[src/rtl/spi_pkg.sv]
// spi_pkg: SPI mode encodings, FSM states and mode bit positions shared by master and slave.
package spi_pkg;
    localparam logic [1:0] SPI_MODE0 = 2'b00;
    localparam logic [1:0] SPI_MODE1 = 2'b01;
    localparam logic [1:0] SPI_MODE2 = 2'b10;
    localparam logic [1:0] SPI_MODE3 = 2'b11;
    localparam int CPOL_BIT = 1;
    localparam int CPHA_BIT = 0;
    typedef enum logic [1:0] {IDLE, LOAD, SHIFT} state_t;
endpackage

[src/rtl/spi_in_sync.sv]
// spi_in_sync: 2-flop synchroniser with rise/fall pulses from the 2nd/3rd flop compare.
module spi_in_sync #(
    parameter logic RST_VAL = 1'b0
) (
    input  logic clk,
    input  logic rst_n,
    input  logic d,
    output logic level,
    output logic rise,
    output logic fall
);
    logic [2:0] q;

    always_ff @(posedge clk or negedge rst_n)
        if (!rst_n) q <= {3{RST_VAL}};
        else q <= {q[1:0], d};

    assign level = q[1];
    assign rise  = q[1] & ~q[2];
    assign fall  = ~q[1] & q[2];
endmodule

[src/rtl/spi_slave_if.sv]
// spi_slave_if: oversampling SPI responder, all 4 modes, MSB first, 1-word tx buffer.
module spi_slave_if
    import spi_pkg::*;
#(
    parameter int               DATA_W  = 8,
    parameter logic [DATA_W-1:0] IDLE_TX = '1
) (
    input  logic              clk,
    input  logic              rst_n,
    input  logic [1:0]        mode,
    input  logic              sck,
    input  logic              cs,
    input  logic              mosi,
    output logic              miso,
    output logic              miso_oe,
    input  logic [DATA_W-1:0] tx_data,
    input  logic              tx_valid,
    output logic              tx_ready,
    output logic [DATA_W-1:0] rx_data,
    output logic              rx_valid,
    output logic              tx_underrun,
    output logic              frame_err,
    output logic              busy
);
    localparam int CW = $clog2(DATA_W);

    state_t            state, state_nx;
    logic              sck_s, sck_r, sck_f, cs_s, cs_r, cs_f, mosi_s;
    logic              unused_sck_level, unused_mosi_rise, unused_mosi_fall;
    logic [1:0]        mode_q;
    logic [CW-1:0]     bit_cnt;
    logic [DATA_W-2:0] shift_rx, shift_tx;
    logic [DATA_W-1:0] tx_buf, next_word;
    logic              und_pend, lead, trail, sample, shift_e, word_end, load;

    spi_in_sync #(.RST_VAL(1'b0)) u_sck  (.clk(clk), .rst_n(rst_n), .d(sck),  .level(unused_sck_level), .rise(sck_r), .fall(sck_f));
    spi_in_sync #(.RST_VAL(1'b1)) u_cs   (.clk(clk), .rst_n(rst_n), .d(cs),   .level(cs_s), .rise(cs_r), .fall(cs_f));
    spi_in_sync #(.RST_VAL(1'b0)) u_mosi (.clk(clk), .rst_n(rst_n), .d(mosi), .level(mosi_s), .rise(unused_mosi_rise), .fall(unused_mosi_fall));

    assign lead      = mode_q[CPOL_BIT] ? sck_f : sck_r;
    assign trail     = mode_q[CPOL_BIT] ? sck_r : sck_f;
    assign sample    = mode_q[CPHA_BIT] ? trail : lead;
    assign shift_e   = mode_q[CPHA_BIT] ? lead : trail;
    assign word_end  = state == SHIFT && sample && bit_cnt == CW'(DATA_W - 1);
    assign load      = state == LOAD || (word_end && !cs_r);
    assign next_word = tx_ready ? IDLE_TX : tx_buf;
    assign busy      = ~cs_s;

    always_ff @(posedge clk or negedge rst_n)
        if (!rst_n) state <= IDLE;
        else state <= state_nx;

    always_comb begin
        state_nx = state;
        state_nx = (state == IDLE && cs_f) ? LOAD :
                   (state == LOAD) ? SHIFT :
                   (state == SHIFT && cs_r) ? IDLE : state;
    end

    always_ff @(posedge clk or negedge rst_n) begin
        if (!rst_n) begin
            miso        <= 1'b1;
            miso_oe     <= 1'b0;
            tx_ready    <= 1'b1;
            tx_buf      <= '0;
            rx_data     <= '0;
            rx_valid    <= 1'b0;
            tx_underrun <= 1'b0;
            frame_err   <= 1'b0;
            bit_cnt     <= '0;
            mode_q      <= 2'b00;
            shift_rx    <= '0;
            shift_tx    <= '0;
            und_pend    <= 1'b0;
        end else begin
            rx_valid    <= 1'b0;
            tx_underrun <= 1'b0;
            frame_err   <= 1'b0;
            if (state == IDLE && cs_f) mode_q <= mode;
            // a write racing a load fills the buffer for the following word
            if (tx_valid && tx_ready) begin
                tx_buf   <= tx_data;
                tx_ready <= 1'b0;
            end else if (load && !tx_ready) tx_ready <= 1'b1;
            if (load) begin
                shift_tx <= next_word[DATA_W-2:0];
                miso     <= next_word[DATA_W-1];
                miso_oe  <= 1'b1;
            end
            if (state == LOAD) begin
                tx_underrun <= tx_ready;
                bit_cnt     <= '0;
                und_pend    <= 1'b0;
            end
            if (state == SHIFT) begin
                if (sample) begin
                    shift_rx <= {shift_rx[DATA_W-3:0], mosi_s};
                    bit_cnt  <= word_end ? '0 : bit_cnt + 1'b1;
                end
                if (word_end) begin
                    rx_data  <= {shift_rx, mosi_s};
                    rx_valid <= 1'b1;
                end
                // underrun from a word-end load is only reported once that word actually starts
                if (word_end && !cs_r) und_pend <= tx_ready;
                if (sample && bit_cnt == '0 && und_pend) begin
                    tx_underrun <= 1'b1;
                    und_pend    <= 1'b0;
                end
                // bit_cnt==0 shift edge would clobber a freshly loaded MSB
                if (shift_e && bit_cnt != '0) begin
                    miso     <= shift_tx[DATA_W-2];
                    shift_tx <= {shift_tx[DATA_W-3:0], 1'b0};
                end
                if (cs_r) begin
                    frame_err <= (bit_cnt != '0 || sample) && !word_end;
                    miso_oe   <= 1'b0;
                    miso      <= 1'b1;
                    bit_cnt   <= '0;
                    und_pend  <= 1'b0;
                end
            end
        end
    end
endmodule
[config.mk]
export PLATFORM = sky130hd
export DESIGN_NAME = spi_slave_if
export DESIGN_NICKNAME = d
export VERILOG_FILES = /design/src/rtl/spi_pkg.sv /design/src/rtl/spi_in_sync.sv /design/src/rtl/spi_slave_if.sv
export SDC_FILE = /design/constraint.sdc
export NUM_CORES = 1
export LEC_CHECK = 0
export BUFFER_PORTS_ARGS = -buffer_cell sky130_fd_sc_hd__buf_2
export CAP_MARGIN = 40
export CORE_MARGIN = 10
export CORE_UTILIZATION = 60
export CTS_CLUSTER_DIAMETER = 120
export CTS_CLUSTER_SIZE = 25
export DETAILED_ROUTE_END_ITERATION = 7
export PLACE_DENSITY = 0.8
export SYNTH_ARGS = -nofsm -noshare
export SYNTH_HDL_FRONTEND = slang
export SYNTH_SLANG_ARGS = --single-unit
[constraint.sdc]
create_clock -name clk -period 4.7 [get_ports clk]
set_clock_uncertainty 0.05 [all_clocks]
set_input_delay 0.235 -clock clk [delete_from_list [all_inputs] [get_ports clk]]
set_output_delay 0.235 -clock clk [all_outputs]
set_load 0.01 [all_outputs]
==> metrics.md, run 1 <==
| Metric | Value |
|---|---|
| Combinational power share | `0.309` |
| Sw frac | `0.347` |
| DRT antenna net count | `0` |
| RSZ-0062 raised after global routing | `no` |
| Setup CP Type | `reg2reg` |
| Grt total ovfl | `0` |
| Maximum VDD drop | `292 uV` |
| DR vias | `1363` |
| Diode count | `0` |
| Inst Count DP | `between 200 and 250` |
| Gr usage total | `0.134` |
| WP data arrival | `between 2 and 2.5 ns` |
| Yosys cell types | `36` |
| Max-slew headroom | `0.609` |
| Clk_lat worst skew | `0.38 ns` |
| Ys Warns | `0` |
| Status | `complete, no violations` |
| Power Internal | `0.854 mW` |
| DRT iter0 DRCs | `78` |
| Clock share of power | `0.159` |
| Critical path launch point type | `flop` |
| FF+latch count, synth | `52` |
| CP bufs+invs | `0` |
| Average routed wire per standard cell | `16.1 um` |
| Mapped Cells | `between 150 and 200` |
| Syn_area_per_cell | `13.0 um^2` |
| Register area | `0.00131 mm^2` |
| Final Util | `0.729` |
| Final Hold Fails | `0` |
| Tmin final | `just over 2 ns` |
| Seq/Total Area, Yosys | `0.601` |
| Hold path startpoint | `tx_data[5]` |
| Fraction of registers with async set/reset | `1.00` |
| H-tree depth | `2` |
| Slowest cell on crit path | `dfrtp_1` |
| First-pass GRT wire length | `6810 um` |
| Syn_nets | `approximately 190` |
| CP max stage delay | `approximately 0.44 ns` |
| Synthesized area | `approximately 0.0022 mm^2` |
| Non-Filler Instances | `252` |
| Post-synth top area cell | `dfrtp_1` |
| Layout fillers | `around 240` |
| TritonCTS Buffers | `5` |
| Post-synth EDFFs | `0` |
| Register-to-Register Path Depth | `5` |
| Core area | `between 0.003 and 0.004 mm^2` |
| IO Port Bufs | `30` |
| P&R area growth vs syn | `14.4%` |
| Cell Chain, Critical Path | `xnor2_2, mux2i_4, nand3_4, mux2_1, a32o_1` |
| Top delay family on crit path | `multiplexers` |
| Layout cells sized above 1 | `0.359` |
| Clock buffer depth | `2` |
| Die Span X | `80.2 um` |
| Worst r2r src | `mode_q[1]$_DFFE_PN0P_` |
| Largest net degree at the start of global routing | `36` |
| Vias in the first global route | `1449` |
| CP endpoint kind | `flop` |
| Post-CTS setup buffer count | `0` |
| Flop pwr share | `0.532` |
| DR pass1 iterations | `4` |
| CTS Sinks | `52` |
| Crit-path max FO | `10` |
| Leak pwr | `around 1.2 nW` |
| # rows | `21` |
| CTS tree | `yes` |
| Max-Cap Viols | `0` |
| Worst hold path class | `in2reg` |
| Yosys top cell area share | `0.540` |
| I/O Pins | `31` |
| Fin nets | `about 220` |
| CTS Root Buffer Type | `clkbuf_4` |
| GP Congestion | `approximately 0.85` |
| Setup Viol. Count Final | `0` |
| Total Neg Setup Slack | `0 ns` |
| Reg-to-reg critical path endpoint | `und_pend$_DFF_PN0_` |
| Hold Path Depth | `2` |
| CP Data Required Time | `roughly 4.9 ns` |
| Final HPWL DP | `approximately 3000 um` |
| Drt total wl | `slightly above 4000 um` |
| Die H | `about 80 um` |
| Synth Flop Type | `dfrtp_1` |
| Initial core utilization | `0.637` |
| Initial antenna violation count | `0` |
| Synth area leaders | `dfrtp_1, mux2_2, dfstp_2, o21ai_0, nor3_1` |
| DR DRC count | `0` |
| Max Fclk | `489 MHz` |
| Multi-input logic area | `around 830 um^2` |
| Hold worst-path end | `tx_buf[5]$_DFFE_PN0P_` |
| Total die area | `around 0.0064 mm^2` |
| Slew Viols, Final | `0` |
| Tcrit/Tclk final | `0.435` |
| Reg clk slew, reported paths | `0.16 ns` |
| Sw Pwr | `about 0.45 mW` |
| Drt via density | `roughly 5.4` |
| R2R setup slack | `around 2.7 ns` |
| Least-Margin Pin Slew | `0.579 ns` |
| P per Cell Area | `around 530 mW/mm^2` |
## cell families (layout without fill, tap and decap cells)
group,count (synthesis),in the layout,synth area share
and+or+nand+nor,41,41,0.107
xor gates and xnor gates,1,1,0.00747
AOI/OAI and AO/OA,31,31,0.0937
adders and majority gates,3,3,0.0172
muxes,29,29,0.154
buffers and inverters,11,49,0.0201
DFF,52,52,0.601
## cell type report
cell class,instances,area share
inverters,5,0.00754
clock buffers,5,0.0151
flip-flops and latches,52,0.525
well taps,46,0.0231
multi-input cells,105,0.332
repair buffers,36,0.0874
clock inverters,3,0.0101
## cells in the final DEF (no fill, tap or decap), types with 2 or more instances in the layout
cell,instances
clkbuf_4,5
mux2_2,25
inv_1,5
nand2_1,10
o21ai_1,3
dfstp_2,5
nor4bb_1,2
nor2b_1,4
o21ai_0,12
o21a_1,2
nand3_1,2
nor3_1,9
o2bb2ai_1,2
buf_2,30
nor2_1,3
dfrtp_1,47
a21o_1,2
inv_6,2
dlygate4sd3_1,4
mux2i_1,2
ha_1,3
a2bb2oi_1,2
nand2b_1,7
## worst register-to-register path: stages, from the launching register on
cell     delay, ns
dfrtp_1       0.44
xnor2_2       0.31
mux2i_4       0.39
nand3_4       0.21
mux2_1        0.36
a32o_1        0.20
## flip-flops by register name, summed over array words and instances (netlist names), 2 cells and up
name and count:
rx_data 8, tx_buf 8, shift_rx 7, shift_tx 7
bit_cnt 3, u_cs.q 3, u_sck.q 3, mode_q 2
state 2, u_mosi.q 2
## per-stage QoR
| step | setup slack [ns] | hold WS (ns) | area, um^2 | total power, mW |
|---|---|---|---|---|
| after global placement | 2.41 | 0.285 | 2360 | 1.07 |
| final | 2.66 | 0.0337 | 2490 | 1.31 |
| after global routing | 2.52 | 0.0116 | 2490 | 1.39 |
| after floorplan | 2.82 | -0.111 | 2180 | 0.993 |
| after detailed placement | 2.65 | 0.150 | 2390 | 1.10 |
| after CTS | 2.63 | 0.0188 | 2490 | 1.32 |
## power groups by stage
stage               Sequential [mW]  Clock, mW  Combinational (mW)
finish                        0.697      0.208               0.404
global route                  0.711      0.232               0.451
CTS                           0.696      0.214               0.407
detailed placement            0.704          0               0.401
global placement              0.695          0               0.378
floorplan                     0.655          0               0.338
## worst max path at each step
stage                               start                    end  depth (start not counted)
finish              mode_q[1]$_DFFE_PN0P_     und_pend$_DFF_PN0_                          5
global route         state[1]$_DFFE_PN0P_  shift_tx[5]$_DFF_PN0_                          5
CTS                 mode_q[1]$_DFFE_PN0P_     und_pend$_DFF_PN0_                          5
detailed placement  mode_q[1]$_DFFE_PN0P_     und_pend$_DFF_PN0_                          5
global placement    mode_q[1]$_DFFE_PN0P_  shift_tx[1]$_DFF_PN0_                          5
floorplan           mode_q[1]$_DFFE_PN0P_     und_pend$_DFF_PN0_                          5
## synth_stat cells (all sizes together) (2+ instances only)
master and count:
nor3 9, o21ai 16, dfrtp 47, inv 5, a21o 2, a2bb2oi 2, nor2 3, nor2b 4
mux2i 3, nor4bb 2, dfstp 5, nand2b 7, clkbuf 4, nand3 3, mux2 26, o21a 2
o2bb2ai 2, buf 2, nand2 10, ha 3
## what timing repair did
item | in CTS | in global routing
gates resized for setup | 0 | 0
hold buffers | 4 | 0
hold endpoints to repair | 18 | 0
## layer usage
metal  vias to the layer above  part of all wire  GRT usage  routed length, um
met5                         -                 0          0                  0
met4                         0             0.012     0.0511                 48
met3                         6             0.061     0.0501                249
met2                        32              0.50      0.215               2030
met1                       655              0.43      0.159               1730
li1                        670                 -          -                  -
Power figures use the tool's default switching activity.
==> run 2, diff against run 1 <==
--- a/config.mk
+++ b/config.mk
@@ -8,11 +8,11 @@
 export BUFFER_PORTS_ARGS = -buffer_cell sky130_fd_sc_hd__buf_2
 export CAP_MARGIN = 40
 export CORE_MARGIN = 10
-export CORE_UTILIZATION = 60
+export CORE_UTILIZATION = 50
 export CTS_CLUSTER_DIAMETER = 120
 export CTS_CLUSTER_SIZE = 25
 export DETAILED_ROUTE_END_ITERATION = 7
-export PLACE_DENSITY = 0.8
+export PLACE_DENSITY = 0.71
 export SYNTH_ARGS = -nofsm -noshare
 export SYNTH_HDL_FRONTEND = slang
 export SYNTH_SLANG_ARGS = --single-unit
==> constraint.sdc (replaced) <==
create_clock -name clk -period 1.7 [get_ports clk]
set_clock_uncertainty 0.05 [all_clocks]
set_input_delay 0.085 -clock clk [delete_from_list [all_inputs] [get_ports clk]]
set_output_delay 0.085 -clock clk [all_outputs]
set_load 0.01 [all_outputs]
==> metrics.md, run 2 (synthesis gave the netlist of run 1 again) <==
| Metric | Value |
|---|---|
| Status | `finished, violations left` |
| Failing checks | `negative setup slack` |
| Die H | `86.0 um (+7.2%)` |
| Wl on met1 | `2060 um (+19%)` |
| IO Port Bufs | `30 (unchanged)` |
| Worst hold path class | `in2async` |
| CTS Root Buffer Type | `clkbuf_8` |
| Reg clk slew, reported paths | `0.09 ns (-0.07 ns)` |
| RSZ-0062 raised after global routing | `yes` |
| Core area | `0.00412 mm^2 (+20%)` |
| Tcrit/Tclk final | `1.06 (+0.627)` |
| Final HPWL DP | `3450 um (+14%)` |
| TritonCTS Buffers | `5 (unchanged)` |
| # rows | `23 (+9.5%)` |
| Most frequent cells in the layout | `dfrtp_1, buf_2, mux2_2` |
| Layout fillers | `278 (+14%)` |
| Drt total wl | `5180 um (+28%)` |
| CTS tree | `yes` |
| GP Congestion | `0.776 (-9.1%)` |
| Leak pwr | `1.39 nW (+19%)` |
| Final Util | `0.719 (-0.0102)` |
| CP endpoint kind | `flop` |
| Worst hold margin | `0.225 ns (+0.191 ns)` |
| CP Data Required Time | `1.84 ns (-3.10 ns)` |
| Crit-path max FO | `2 (-8)` |
| First-pass GRT wire length | `8250 um (+21%)` |
| Most common cell after layout, fill and taps aside | `dfrtp_1` |
| Maximum VDD drop | `735 uV (+150%)` |
| I/O Pins | `31 (unchanged)` |
| CTS Sinks | `52 (unchanged)` |
| Met2 WL | `2790 um (+38%)` |
| Layout cells sized above 1 | `0.479 (+0.120)` |
| Top Registers | `rx_data x8, tx_buf x8` |
| P per Cell Area | `1540 mW/mm^2 (+190%)` |
| Max-slew headroom | `0.658 (+0.0492)` |
| DR WL met3 | `292 um (+17%)` |
| Largest net degree at the start of global routing | `23 (-36%)` |
| Average routed wire per standard cell | `18.1 um (+12%)` |
| Gr usage total | `0.138 (+0.00407)` |
| Die Span X | `86.0 um (+7.2%)` |
| DR vias | `1614 (+18%)` |
| Non-Filler Instances | `286 (+13%)` |
| Critical path launch point type | `flop` |
| Least-Margin Pin Slew | `0.513 ns (-0.0656 ns)` |
| Highest Signal Layer | `met4` |
| DRT antenna net count | `0 (unchanged)` |
| DRT iter0 DRCs | `117 (+50%)` |
| Setup CP Type | `reg2reg` |
| Grt total ovfl | `0 (unchanged)` |
| Max-Cap Viols | `0 (unchanged)` |
| Clk_lat worst skew | `0.30 ns (-0.08 ns)` |
| H-tree depth | `2 (unchanged)` |
| DR pass1 iterations | `4 (unchanged)` |
| Vias in the first global route | `1698 (+17%)` |
| Setup Viol. Count Final | `27 (+27)` |
| Tot Pwr | `4.56 mW (+250%)` |
| Inst Count DP | `255 (+6.3%)` |
| Drt via density | `5.64 (+4.3%)` |
| Total die area | `0.00739 mm^2 (+15%)` |
| Slew Viols, Final | `0 (unchanged)` |
| WP data arrival | `1.95 ns (-0.33 ns)` |
| Diode count | `0 (unchanged)` |
| Clock buffer depth | `2 (unchanged)` |
| Tmin final | `1.81 ns (-0.238 ns)` |
| Initial core utilization | `0.529 (-0.108)` |
| Max Fclk | `554 MHz (+13%)` |
| R2R setup slack | `-0.11 ns (-2.76 ns)` |
| Total Neg Setup Slack | `-1.04 ns (-1.04 ns)` |
| P&R area growth vs syn | `35.9%` |
| Post-route setup slack | `-0.106 ns (-2.76 ns)` |
| DR DRC count | `0 (unchanged)` |
| Initial antenna violation count | `0 (unchanged)` |
| Final Hold Fails | `0 (unchanged)` |
| Fin nets | `254 (+13%)` |
[run 2: cell count changes in the layout (fill, tap and decap cells not counted), sizes merged]
cell	change
buf	+18
bufinv	+1
clkbuf	+1
clkinv	+1
clkinvlp	-1
dlygate4sd3	+10
inv	-2
o21a	+1
o21ai	+1
[run 2: worst paths after layout]
kind	startpoint	end	cells after the start
hold / removal	rst_n	state[1]$_DFFE_PN0P_	2
setup / recovery	mode_q[0]$_DFFE_PN0P_	und_pend$_DFF_PN0_	6
hold reg to reg	u_sck.q[0]$_DFF_PN0_	u_sck.q[1]$_DFF_PN0_	0
setup reg to reg	mode_q[0]$_DFFE_PN0P_	und_pend$_DFF_PN0_	6
max in group asynchronous	rst_n	miso$_DFF_PN1_	3
min in group clk	tx_valid	tx_ready$_DFFE_PN1P_	3
[run 2: area by class of cell]
type                            instances  area (um^2)  share of cell area
Clock buffer                            6         82.6              0.0279
Timing Repair Buffer                   64          460               0.156
Multi-Input combinational cell        107          986               0.333
Tap cell                               50         62.6              0.0212
Inverter                                5         18.8             0.00635
Clock inverter                          2         38.8              0.0131
Sequential cell                        52         1310               0.442
[run 2: through the flow]
step,setup WS (ns),instance area (um^2)
detailed placement,-0.129,2480
floorplan,-0.178,2180
global placement,-0.0602,2480
CTS,-0.0713,2840
global route,-0.194,2960
finish,-0.106,2960
[run 2: where the power goes]
part | leakage [nW] | internal, mW | switching, mW | total [mW]
combinational | 0.693 | 0.949 | 0.790 | 1.74
sequential | 0.638 | 1.62 | 0.317 | 1.94
clock | 0.0614 | 0.481 | 0.398 | 0.879
total | 1.39 | 3.05 | 1.50 | 4.56
[run 2: per-layer routing]
layer | vias up | GRT usage
li1 | 733 | -
met1 | 829 | 0.160
met2 | 46 | 0.224
met3 | 6 | 0.0520
met4 | 0 | 0.0554
met5 | - | 0
[run 2: what timing repair did]
action	CTS	global route
cloned	0	2
hold buffers	14	0
hold endpoints to repair	29	0
setup endpoints to repair	29	30
setup buffers	5	2
resized for setup	16	18
pin swaps	2	5
[run 2: critical path, cell delays in order, from the launching register on]
cell and delay [ns]:
dfrtp_1 0.43, xnor2_2 0.19, buf_4 0.16, mux2i_4 0.25
nand3_4 0.10, mux2_4 0.30, a32o_1 0.21
==> run 3, diff against run 2 <==
--- a/config.mk
+++ b/config.mk
@@ -13,6 +13,7 @@
 export CTS_CLUSTER_SIZE = 25
 export DETAILED_ROUTE_END_ITERATION = 7
 export PLACE_DENSITY = 0.71
+export SETUP_SLACK_MARGIN = 0.4
 export SYNTH_ARGS = -nofsm -noshare
 export SYNTH_HDL_FRONTEND = slang
 export SYNTH_SLANG_ARGS = --single-unit
==> metrics.md, run 3 (synthesis gave the netlist of run 1 again) <==
| Metric | Value |
|---|---|
| Setup Viol. Count Final | `8 (-70%)` |
| CP bufs+invs | `1 (unchanged)` |
| CTS Sinks | `52 (unchanged)` |
| Maximum VDD drop | `1020 uV (+39%)` |
| Cell Chain, Critical Path | `xnor2_2, buf_4, mux2i_4, nand3_4, mux2_4, a32o_1` |
| Average routed wire per standard cell | `15.9 um (-12%)` |
| DP Area | `0.00257 mm^2 (+3.8%)` |
| Critical path launch point type | `flop` |
| Core area | `0.00412 mm^2 (unchanged)` |
| Reg-to-reg critical path endpoint | `und_pend$_DFF_PN0_` |
| Initial core utilization | `0.529 (unchanged)` |
| Slew Viols, Final | `0 (unchanged)` |
| Inst Count DP | `260 (+2.0%)` |
| Drt total wl | `4560 um (-12%)` |
| Most frequent cells in the layout | `dfrtp_1, buf_2, mux2_2` |
| Reg clk slew, reported paths | `0.10 ns (about the same)` |
| Non-Filler Instances | `286 (unchanged)` |
| DR WL met3 | `241 um (-17%)` |
| Layout fillers | `282 (+1.4%)` |
| DRT antenna net count | `0 (unchanged)` |
| Top delay family on crit path | `multiplexers` |
| Met2 WL | `2360 um (-16%)` |
| TritonCTS Buffers | `5 (unchanged)` |
| Combinational power share | `0.406 (+0.024)` |
| P&R area growth vs syn | `36.4%` |
| Sw Pwr | `1.48 mW (-1.8%)` |
| Least-Margin Pin Slew | `0.328 ns (-0.185 ns)` |
| CP Data Required Time | `1.85 ns (about the same)` |
| Max-Cap Viols | `0 (unchanged)` |
| Worst r2r src | `mode_q[0]$_DFFE_PN0P_` |
| Layout cells sized above 1 | `0.487 (+0.00847)` |
| Most common cell after layout, fill and taps aside | `dfrtp_1` |
| Die H | `86.0 um (unchanged)` |
| Flop pwr share | `0.427 (+0.002)` |
| Hold path startpoint | `tx_valid` |
| Worst hold path class | `in2reg` |
| CP max stage delay | `0.42 ns (about the same)` |
| Tcrit/Tclk final | `1.03 (-0.0287)` |
| Total Neg Setup Slack | `-0.245 ns (+0.791 ns)` |
| CP endpoint kind | `flop` |
| Highest Signal Layer | `met4` |
| Grt total ovfl | `0 (unchanged)` |
| R2R setup slack | `-0.06 ns (+0.05 ns)` |
| Top Registers | `rx_data x8, tx_buf x8` |
| Fin area | `0.00297 mm^2 (+0.42%)` |
| DR pass1 iterations | `4 (unchanged)` |
| Diode count | `0 (unchanged)` |
| Hold worst-path end | `tx_ready$_DFFE_PN1P_` |
| GP Congestion | `0.832 (+7.1%)` |
| Final Util | `0.722 (+0.00304)` |
| Worst hold margin | `0.141 ns (-0.0836 ns)` |
| Clock share of power | `0.167 (-0.026)` |
| CTS tree | `yes` |
| Leak pwr | `1.42 nW (+1.9%)` |
| DRT iter0 DRCs | `63 (-46%)` |
| H-tree depth | `2 (unchanged)` |
| Initial antenna violation count | `0 (unchanged)` |
| Drt via density | `5.37 (-4.9%)` |
| P per Cell Area | `1480 mW/mm^2 (-3.7%)` |
| Status | `finished, violations left` |
| Register-to-Register Path Depth | `6 (unchanged)` |
| Crit-path max FO | `3 (+1)` |
| Wl on met1 | `1920 um (-6.9%)` |
| Clock buffer depth | `2 (unchanged)` |
| Post-place setup slack | `-0.0953 ns (+0.0341 ns)` |
| Vias in the first global route | `1606 (-5.4%)` |
| Tmin final | `1.76 ns (-0.0488 ns)` |
| Failing checks | `negative setup slack` |
| Post-route setup slack | `-0.0570 ns (+0.0488 ns)` |
| Max-slew headroom | `0.781 (+0.123)` |
| CTS Root Buffer Type | `clkbuf_8` |
| Final HPWL DP | `3210 um (-6.9%)` |
| Power Internal | `2.93 mW (-4.1%)` |
| DR DRC count | `0 (unchanged)` |
| Max Fclk | `569 MHz (+2.8%)` |
| I/O Pins | `31 (unchanged)` |
| Setup CP Type | `reg2reg` |
| Clk_lat worst skew | `0.31 ns (about the same)` |
| IO Port Bufs | `30 (unchanged)` |
| # rows | `23 (unchanged)` |
| Die Span X | `86.0 um (unchanged)` |
| RSZ-0062 raised after global routing | `yes` |
| Final Hold Fails | `0 (unchanged)` |
| Total die area | `0.00739 mm^2 (unchanged)` |
| Fin nets | `254 (unchanged)` |
| Largest net degree at the start of global routing | `53 (+130%)` |
| Gr usage total | `0.126 (-0.0119)` |
| DR vias | `1535 (-4.9%)` |
| Tot Pwr | `4.40 mW (-3.3%)` |
| Hold Path Depth | `3` |
| Sw frac | `0.336 (+0.00528)` |
| Slowest cell on crit path | `dfrtp_1` |
| WP data arrival | `1.91 ns (-0.04 ns)` |
| First-pass GRT wire length | `7570 um (-8.2%)` |
==> run 3: worst reg2reg max path, stage by stage (launching register included) <==
cell and delay [ns]:
dfrtp_1 0.42, xnor2_2 0.14, buf_4 0.15, mux2i_4 0.27, nand3_4 0.10, mux2_4 0.31
a32o_1 0.20
==> run 3: worst max-delay path by stage <==
stage                                startpoint                    end  depth (start not counted)
final                     mode_q[0]$_DFFE_PN0P_     und_pend$_DFF_PN0_                          6
after global routing       state[0]$_DFFE_PN0P_  shift_tx[2]$_DFF_PN0_                          7
after CTS                  state[0]$_DFFE_PN0P_  shift_tx[6]$_DFF_PN0_                          7
after detailed placement   u_sck.q[1]$_DFF_PN0_  shift_tx[6]$_DFF_PN0_                          7
after global placement     state[0]$_DFFE_PN0P_  shift_tx[4]$_DFF_PN0_                          7
after floorplan           mode_q[0]$_DFFE_PN0P_     und_pend$_DFF_PN0_                          5
==> run 3: metal layers <==
metal	global-route usage	vias to the layer above
met4	0.0389	0
met2	0.208	33
met3	0.0464	8
met1	0.148	764
met5	0	-
li1	-	730
==> run 3: power by group through the flow <==
stage	registers [mW]	clock network [mW]	logic (mW)
final	1.88	0.736	1.79
after global routing	1.92	0.810	1.94
after detailed placement	1.91	0	1.48
after floorplan	1.82	0	1.08
after CTS	1.88	0.760	1.70
after global placement	1.88	0	1.41
==> run 3: cell type report <==
type	count	area, um^2	share of cell area
clock buffers	6	82.6	0.0278
flip-flops and latches	52	1310	0.441
inverters	5	18.8	0.00632
well taps	50	62.6	0.0211
clock inverters	2	13.8	0.00463
multi-input cells	105	985	0.332
repair buffers	66	499	0.168
==> run 3: repair_timing <==
| item | in CTS | in global routing |
|---|---|---|
| hold buffers | 14 | 0 |
| setup endpoints to repair | 43 | 35 |
| endpoints found under the hold margin | 65 | 0 |
| resized for setup | 25 | 8 |
| pin swaps | 8 | 5 |
| buffers inserted | 3 | 1 |
